--- config.mk ---
export PLATFORM = sky130hd
export DESIGN_NAME = mac_tx_frame_fifo
export DESIGN_NICKNAME = d
export VERILOG_FILES = /design/src/rtl/mac_tx_frame_fifo.sv
export SDC_FILE = /design/constraint.sdc
export NUM_CORES = 1
export LEC_CHECK = 0
export CORE_AREA = 4 4 345 347
export DETAILED_ROUTE_END_ITERATION = 8
export DIE_AREA = 0 0 349 351
export PLACE_DENSITY = 0.54
export SYNTH_ARGS = -nofsm -noshare
export SYNTH_HDL_FRONTEND = slang
export SYNTH_SLANG_ARGS = --single-unit
--- constraint.sdc ---
create_clock -name clk -period 12.3 [get_ports clk]
set_clock_uncertainty 0.1 [all_clocks]
set_input_delay 1.845 -clock clk [delete_from_list [all_inputs] [get_ports clk]]
set_output_delay 1.845 -clock clk [all_outputs]
set_load 0.05 [all_outputs]
--- src/rtl/mac_tx_frame_fifo.sv ---
// -----------------------------------------------------------------------------
// mac_tx_frame_fifo
//
// Frame-aware transmit FIFO for a MAC. Words of a frame are written in
// order and become readable only once the frame's final word (wr_last)
// has been written. A frame being written can be discarded with wr_abort.
// A write that meets a full FIFO drops the rest of that frame, so a
// partial frame is never committed.
//
// Three pointers, each ADDR_W+1 bits wide, wrap freely:
//   wr_ptr  - next entry to write (includes the uncommitted frame)
//   cmt_ptr - end of the last committed frame
//   rd_ptr  - next entry to read
//
// Handshake semantics: a write is taken on any cycle with wr_en high while
// full is low and no frame is being dropped. A read is taken on any cycle
// with rd_en high while empty is low. The read word appears on
// rd_data/rd_last exactly one cycle later, qualified by rd_valid. There is
// no back-pressure on the read side; rd_en while empty is ignored.
//
// Ports:
//   clk, rst     clock, synchronous active-high reset
//   wr_en        write one word this cycle
//   wr_data      word to write
//   wr_last      written word is the final word of its frame
//   wr_abort     discard the frame currently being written
//   rd_en        request one word
//   rd_data      registered read word
//   rd_valid     rd_data/rd_last valid this cycle
//   rd_last      rd_data is the final word of its frame
//   full         no free entry
//   almost_full  occupancy >= AFULL_LVL
//   empty        no committed word readable
//   occupancy    entries held, committed plus uncommitted
//   frame_cnt    committed frames not yet fully read
//   overflow     one-cycle pulse when a write is dropped
// -----------------------------------------------------------------------------
module mac_tx_frame_fifo #(
    parameter int DATA_W    = 8,
    parameter int ADDR_W    = 7,
    parameter int AFULL_LVL = (1 << ADDR_W) - 16
) (
    input  logic              clk,
    input  logic              rst,
    input  logic              wr_en,
    input  logic [DATA_W-1:0] wr_data,
    input  logic              wr_last,
    input  logic              wr_abort,
    input  logic              rd_en,
    output logic [DATA_W-1:0] rd_data,
    output logic              rd_valid,
    output logic              rd_last,
    output logic              full,
    output logic              almost_full,
    output logic              empty,
    output logic [ADDR_W:0]   occupancy,
    output logic [ADDR_W:0]   frame_cnt,
    output logic              overflow
);

    localparam logic [ADDR_W:0] DEPTH   = (ADDR_W+1)'(1 << ADDR_W);
    localparam logic [ADDR_W:0] AFULL_V = (ADDR_W+1)'(AFULL_LVL);

    // Write-side state: PASS accepts words, DROP discards the remainder of
    // a frame that overflowed until its last word or an abort.
    typedef enum logic {
        WR_PASS = 1'b0,
        WR_DROP = 1'b1
    } wr_state_t;

    wr_state_t wr_state, wr_state_nxt;

    logic [DATA_W:0] mem [0:(1 << ADDR_W)-1];

    logic [ADDR_W:0] wr_ptr, cmt_ptr, rd_ptr;
    logic [ADDR_W:0] wr_ptr_nxt;
    logic            wr_accept;
    logic            commit;
    logic            rewind;
    logic            overflow_nxt;
    logic            rd_accept;
    logic            rd_dec;
    logic [DATA_W:0] rd_word;

    // Flags come straight from the registered pointers.
    assign occupancy   = wr_ptr - rd_ptr;
    assign full        = (occupancy == DEPTH);
    assign almost_full = (occupancy >= AFULL_V);
    assign empty       = (rd_ptr == cmt_ptr);

    assign rd_accept = rd_en & ~empty;
    assign rd_word   = mem[rd_ptr[ADDR_W-1:0]];
    assign rd_dec    = rd_accept & rd_word[DATA_W];

    always_comb begin
        wr_state_nxt = wr_state;
        wr_accept    = 1'b0;
        commit       = 1'b0;
        rewind       = 1'b0;
        overflow_nxt = 1'b0;
        case (wr_state)
            WR_PASS: begin
                if (wr_abort) begin
                    // Abort wins over any write in the same cycle.
                    rewind = 1'b1;
                end else if (wr_en && full) begin
                    overflow_nxt = 1'b1;
                    if (wr_last) begin
                        // The dropped word closed its frame; discard it now.
                        rewind = 1'b1;
                    end else begin
                        wr_state_nxt = WR_DROP;
                    end
                end else if (wr_en) begin
                    wr_accept = 1'b1;
                    commit    = wr_last;
                end
            end
            WR_DROP: begin
                if (wr_abort || (wr_en && wr_last)) begin
                    rewind       = 1'b1;
                    wr_state_nxt = WR_PASS;
                end
            end
            default: wr_state_nxt = WR_PASS;
        endcase

        if (rewind) begin
            wr_ptr_nxt = cmt_ptr;
        end else if (wr_accept) begin
            wr_ptr_nxt = wr_ptr + 1'b1;
        end else begin
            wr_ptr_nxt = wr_ptr;
        end
    end

    // Storage is not reset.
    always_ff @(posedge clk) begin
        if (wr_accept) begin
            mem[wr_ptr[ADDR_W-1:0]] <= {wr_last, wr_data};
        end
    end

    always_ff @(posedge clk) begin
        if (rst) begin
            wr_state  <= WR_PASS;
            wr_ptr    <= '0;
            cmt_ptr   <= '0;
            rd_ptr    <= '0;
            frame_cnt <= '0;
            rd_data   <= '0;
            rd_valid  <= 1'b0;
            rd_last   <= 1'b0;
            overflow  <= 1'b0;
        end else begin
            wr_state <= wr_state_nxt;
            wr_ptr   <= wr_ptr_nxt;
            overflow <= overflow_nxt;
            if (commit) begin
                cmt_ptr <= wr_ptr + 1'b1;
            end

            rd_valid <= rd_accept;
            if (rd_accept) begin
                rd_data <= rd_word[DATA_W-1:0];
                rd_last <= rd_word[DATA_W];
                rd_ptr  <= rd_ptr + 1'b1;
            end

            // A commit and a last-word read in the same cycle cancel out.
            case ({commit, rd_dec})
                2'b10:   frame_cnt <= frame_cnt + 1'b1;
                2'b01:   frame_cnt <= frame_cnt - 1'b1;
                default: frame_cnt <= frame_cnt;
            endcase
        end
    end

endmodule

After elaboration in Yosys (flattened, before gate mapping)
Memories as Yosys holds them, arrays and structs flattened. A register that Yosys moved wholly into a read port is not among the register bits.
Cells that the tools add are included.
{"block": "word_totals", "register_bits": 44, "mem_bits_rw": 1152, "inputBits": 14, "output_inout_bits": 30, "wordCells": 56, "mem_count": 1}
{"memory": "mem", "words": 128, "word_bits": 9, "rd": 1, "rd_ports_with_merged_regs": 1, "write_ports": 1, "line": "73", "source": "logic [DATA_W:0] mem [0:(1 << ADDR_W)-1];"}
{"block": "classes", "add_sub_neg": 5, "magnitude_cmp": 1, "eq_ne": 4, "mux": 26, "bitwise": 4, "reduce_logical": 6}
{"op": "adder 8 x 1 -> 8 bit (second input constant)", "count": 3}
{"op": "two-way mux 1 bit", "count": 19}
{"op": "two-way mux 8 bit", "count": 2}
{"op": "case mux 8 bit (2 select lines)", "count": 1}
{"op": "two-way mux 7 bit", "count": 2}
{"op": "equality test 8 bit", "count": 1}
{"op": "equality test 8 bit (second input constant)", "count": 1}
{"op": "greater-or-equal comparator 8 x 7 -> 1 bit (second input constant)", "count": 1}
{"op": "subtractor 8 x 1 -> 8 bit (second input constant)", "count": 1}
{"op": "subtractor 8 bit", "count": 1}
{"op": "case mux 1 bit (2 select lines)", "count": 2}
{"op": "nonzero test 2 bit", "count": 2}
{"op": "OR reduction 3 bit", "count": 1}
{"op": "AND 1 bit", "count": 2}
{"op": "equality test 2 x 1 -> 1 bit (second input constant)", "count": 1}
{"op": "equality test 2 bit (second input constant)", "count": 1}
{"op": "logical AND 1 bit", "count": 2}
{"op": "NOT 1 bit", "count": 2}
{"op": "logical OR 1 bit", "count": 1}

Logic depth before layout (Yosys ltp)
{"block": "depth", "depth_word": 8, "depth_mapped": 21, "ltp_nobuf": 19}

Least setup slack after synthesis
No wires, ideal clock.
{"block": "synth_path", "path_type": "reg2reg", "startpoint": "reg wr_ptr[0]", "endpoint": "reg frame_cnt[7]", "setup_time_ns": 0.121, "arrival_ns": 5.588, "required_ns": 12.079, "setup_slack_ns": 6.492, "path_stages_with_launch": 21, "n_path_buf": 2, "cell_sequence": "dfxtp_1 > clkbuf_1 > inv_1 > ha_1 > fa_1 > and2b_1 > o22ai_1 > xnor2_1 > a2111oi_4 > a211oi_2 > clkbuf_1 > inv_1 > ha_1 > ha_1 > a21o_1 > a21oi_1 > o21ai_0 > a2111oi_0 > or3_1 > mux2i_1 > mux2_2"}
{"block": "synth_via", "elab_chain_cells": 8, "word_cells_on_any_way": 10, "classes_between": "add/sub: 1; eq/ne: 3; mux: 4; reduce/logical: 2"}
{"item": "start, declared", "line": "75", "source": "logic [ADDR_W:0] wr_ptr, cmt_ptr, rd_ptr;"}
{"item": "start signal, assigned", "line": "157", "source": "wr_ptr <= wr_ptr_nxt;"}
{"item": "subtractor 8 bit (*)", "line": "86", "source": "assign occupancy = wr_ptr - rd_ptr;"}
{"item": "via occupancy[4]", "line": "56", "source": "output logic [ADDR_W:0] occupancy,"}
{"item": "equality test 8 bit (*)", "line": "87", "source": "assign full = (occupancy == DEPTH);"}
{"item": "logical AND 1 bit (*)", "line": "106", "source": "end else if (wr_en && full) begin"}
{"item": "two-way mux 1 bit (*)", "line": "106"}
{"item": "two-way mux 1 bit (*)", "line": "103", "source": "if (wr_abort) begin"}
{"item": "two-way mux 1 bit (*)", "line": "101", "source": "case (wr_state)"}
{"item": "equality test 2 x 1 -> 1 bit / equality test 2 bit (equally long branches)", "line": "171", "source": "case ({commit, rd_dec})"}
{"item": "case mux 8 bit (2 select lines) / nonzero test 2 bit (equally long branches)"}
{"item": "end signal, assigned", "line": "172", "source": "2'b10: frame_cnt <= frame_cnt + 1'b1;"}
{"item": "end signal, assigned", "line": "173", "source": "2'b01: frame_cnt <= frame_cnt - 1'b1;"}
{"item": "end signal, assigned", "line": "174", "source": "default: frame_cnt <= frame_cnt;"}
{"item": "end, declared", "line": "57", "source": "output logic [ADDR_W:0] frame_cnt,"}
The timed path passes the listed nets; every way through them passes the cells marked *.
A chain may end at the register's enable or synchronous reset.

==> results.md <==
* Status: finished, final reports clean
* Flop pwr share at 0.475
* Clock power frac at 0.403
* # hold bufs at CTS at 0
* Area growth, synth to finish at 13.3%
* Via density at 5.65
* Max clock buf depth at 3
* Leakage at 16.1 nW
* Mapped Area at 0.0473 mm2
* Pwr dens at 180 mW/mm2
* Share of cells above drive strength 1 at 0.248
* Peak fanout along the critical path at 73
* Asr flop ratio synth at 0
* Initial antenna violation count at 2
* CTS clock-pin slew for the worst setup and hold paths at 0.07 ns
* Hold WS at ~0.4 ns
* Input/output buffers at 43
* Nature of the critical path endpoint: register
* Crit share post-route at 0.542
* Syn Nets at 2,259
* Detailed Route Iter0 Violations at 1,901
* Die area at 0.122 mm2
* Pin count of the biggest net entering global routing at 109
* Unrepaired setup endpoints after global routing: false
* Remaining DRCs at 0
* Crit path kind: register to register
* Detailed placement HPWL at a little over 70,000 um
* FF+latch count, synth at 1,203
* Most common cell after layout, fill and taps aside: edfxtp_1
* Final instance area at 0.0535 mm2
* Number of fill cells at 9,504
* Wire per inst at 29.1 um
* CP Launch Type: register
* Area of the multi-input gates at approximately 0.011 mm2
* Setup crit end: frame_cnt[7]$_SDFFE_PP0P_
* Hold Crit Class: register to register
* FP Rows at 125
* CTS HTree Levels at 3
* EDFF count, synth at between 1,000 and 1,500
* Seq/Total Area, Yosys at 0.754
* Yosys warnings at 0
* Slew Limit Fails at 0
* Initial Utilization at 0.408
* Overall routed net length at 115,000 um
* Psw at 2.24 mW
* Cts bufs inserted at 120
* Register-to-register setup slack at approximately 5.6 ns
* Die height at 351 um
* Number of global-route vias before repair at 23,220
* CTS resizes at 0
* DP Area at 0.0493 mm2
* Slew HR at 0.113
* # IOs at 44
* Slew @ Worst Pin at between 1 and 1.5 ns
* Min cycle time layout at 6.67 ns
* Core region area at 0.116 mm2
* Switching Fraction at 0.233
* Tot Pwr at 9.61 mW
* Worst R2R End: frame_cnt[7]$_SDFFE_PP0P_
* Max capacitance violation total at 0
* Post-Synthesis Cells at roughly 2,200
* Worst Path Required at ~13 ns
* Post-synth top flop: edfxtp_1
* Die W at between 300 and 400 um
* First-pass detailed-route iteration total at 5
* CTS Sinks at 1,203
* R2R cell count at 17
* Antenna diode count at 0
* Post-synth cell types at 63
* Final hold violations at 0
* Final setup fails at 0
* Max VDD drop at 0.000119 V
* F_max at 150 MHz
* Skew-Pair Late Insertion Delay at 0.69 ns
* Root Driver: clkbuf_16
* Congestion Overflow GR at 0
* Comb pwr share at 0.122
* Setup bufs post-CTS at 0
* Setup TNS at 0 ns
* Via count at between 20,000 and 25,000
* Avg Inst Size Synth at 21.2 um2
* Global-route wire length before repair at 167,000 um
* Detail Route Antenna Nets at 0
* Post-layout nets at between 2,000 and 2,500
* Most frequent cells in the layout: edfxtp_1 (1,152), mux4_2 (330), nor2_1 (178), clkbuf_16 (124), buf_4 (54)
* Global placement routability congestion at 0.834
* Crit path DAT at between 7 and 8 ns
* CTS tree: done
* Gr usage total at 0.189
* Internal power at 7.37 mW
* Reg area at 0.0356 mm2
sequential cells by signal, summed over array words and instances, names as in the netlist, 8 cells and up, named ones only:
signal and count:
rd_data 8, cmt_ptr 8, rd_ptr 8, wr_ptr 8, frame_cnt 8, mem 1152
cells by family (layout without fill, tap and decap cells):
family,Yosys count,count (layout),share of synthesized area
adder cells (fa/ha/maj),18,18,0.00508
flip-flops,1203,1203,0.754
AND/OR/NAND/NOR,310,310,0.0307
multiplexers,382,382,0.168
buffers and inverters,140,338,0.0154
XOR/XNOR,31,31,0.00575
AO/OA/AOI/OAI,143,143,0.0209
stage by stage:
| stage | std cells | utilization | worst slack (ns) |
|---|---|---|---|
| after floorplan | 2227 | - | 6.49 |
| after global placement | 3723 | 0.426 | 5.51 |
| after global routing | 3949 | 0.462 | 5.14 |
| after detailed placement | 3723 | 0.426 | 5.60 |
| final | 3949 | 0.462 | 5.63 |
| after CTS | 3949 | 0.462 | 5.57 |
layout make-up:
| class | instances | area share |
|---|---|---|
| timing repair buffer | 90 | 0.0147 |
| inverter | 22 | 0.00154 |
| sequential | 1203 | 0.665 |
| clock buffer | 146 | 0.0606 |
| tap | 1524 | 0.0356 |
| clock inverter | 80 | 0.0181 |
| multi-input combinational | 884 | 0.204 |
critical path: stages, from the launching register on:
cell	delay, ns
dfxtp_4	0.84
buf_12	0.48
buf_4	0.61
mux2i_1	0.27
o22ai_1	0.10
nor4_1	0.62
a311oi_1	0.10
or4_1	0.64
and2_1	0.21
ha_1	0.28
ha_1	0.31
a21o_1	0.18
a21oi_1	0.20
o21ai_0	0.14
a2111oi_0	0.38
or3_1	0.19
mux2i_1	0.23
mux2_2	0.35
worst min-delay path by stage:
| stage | from | end | slack (ns) | depth (start not counted) |
|---|---|---|---|---|
| floorplan | cmt_ptr[0]$_SDFFE_PP0P_ | cmt_ptr[0]$_SDFFE_PP0P_ | 0.40 | 2 |
| global placement | rd_last$_SDFFE_PP0P_ | rd_last$_SDFFE_PP0P_ | 0.39 | 2 |
| detailed placement | rd_last$_SDFFE_PP0P_ | rd_last$_SDFFE_PP0P_ | 0.39 | 2 |
| CTS | frame_cnt[4]$_SDFFE_PP0P_ | frame_cnt[4]$_SDFFE_PP0P_ | 0.41 | 2 |
| global route | frame_cnt[4]$_SDFFE_PP0P_ | frame_cnt[4]$_SDFFE_PP0P_ | 0.44 | 2 |
| finish | rd_last$_SDFFE_PP0P_ | rd_last$_SDFFE_PP0P_ | 0.41 | 2 |
power by group through the flow:
stage                     sequential (mW)  clock (mW)  combinational (mW)
after CTS                            4.57        3.94                1.20
after floorplan                      4.64           0               0.839
after detailed placement             4.65           0                1.20
after global placement               4.65           0                1.18
final                                4.56        3.88                1.17
after global routing                 4.57        4.14                1.25
per-layer routing:
layer | up-vias | track usage | wire [um]
met5 | - | 0 | 0
met4 | 0 | 0.0525 | 2740
met3 | 151 | 0.0352 | 7030
met2 | 688 | 0.313 | 57000
met1 | 12012 | 0.259 | 48300
li1 | 9470 | - | -
synth_stat cells (12+ instances only):
cell,number,area (um2)
nor2_1,178,668
nor2b_1,19,119
a21oi_1,31,155
o21ai_0,18,90.1
dfxtp_1,51,1020
buf_6,12,135
o22ai_1,25,156
buf_2,44,220
xor2_1,16,140
mux4_2,330,7430
inv_1,22,82.6
edfxtp_1,1152,34600
xnor2_1,15,131
mux2i_1,45,450
ha_1,16,200
nand2_1,29,109
clkbuf_1,43,161
Power figures use the tool's default switching activity.
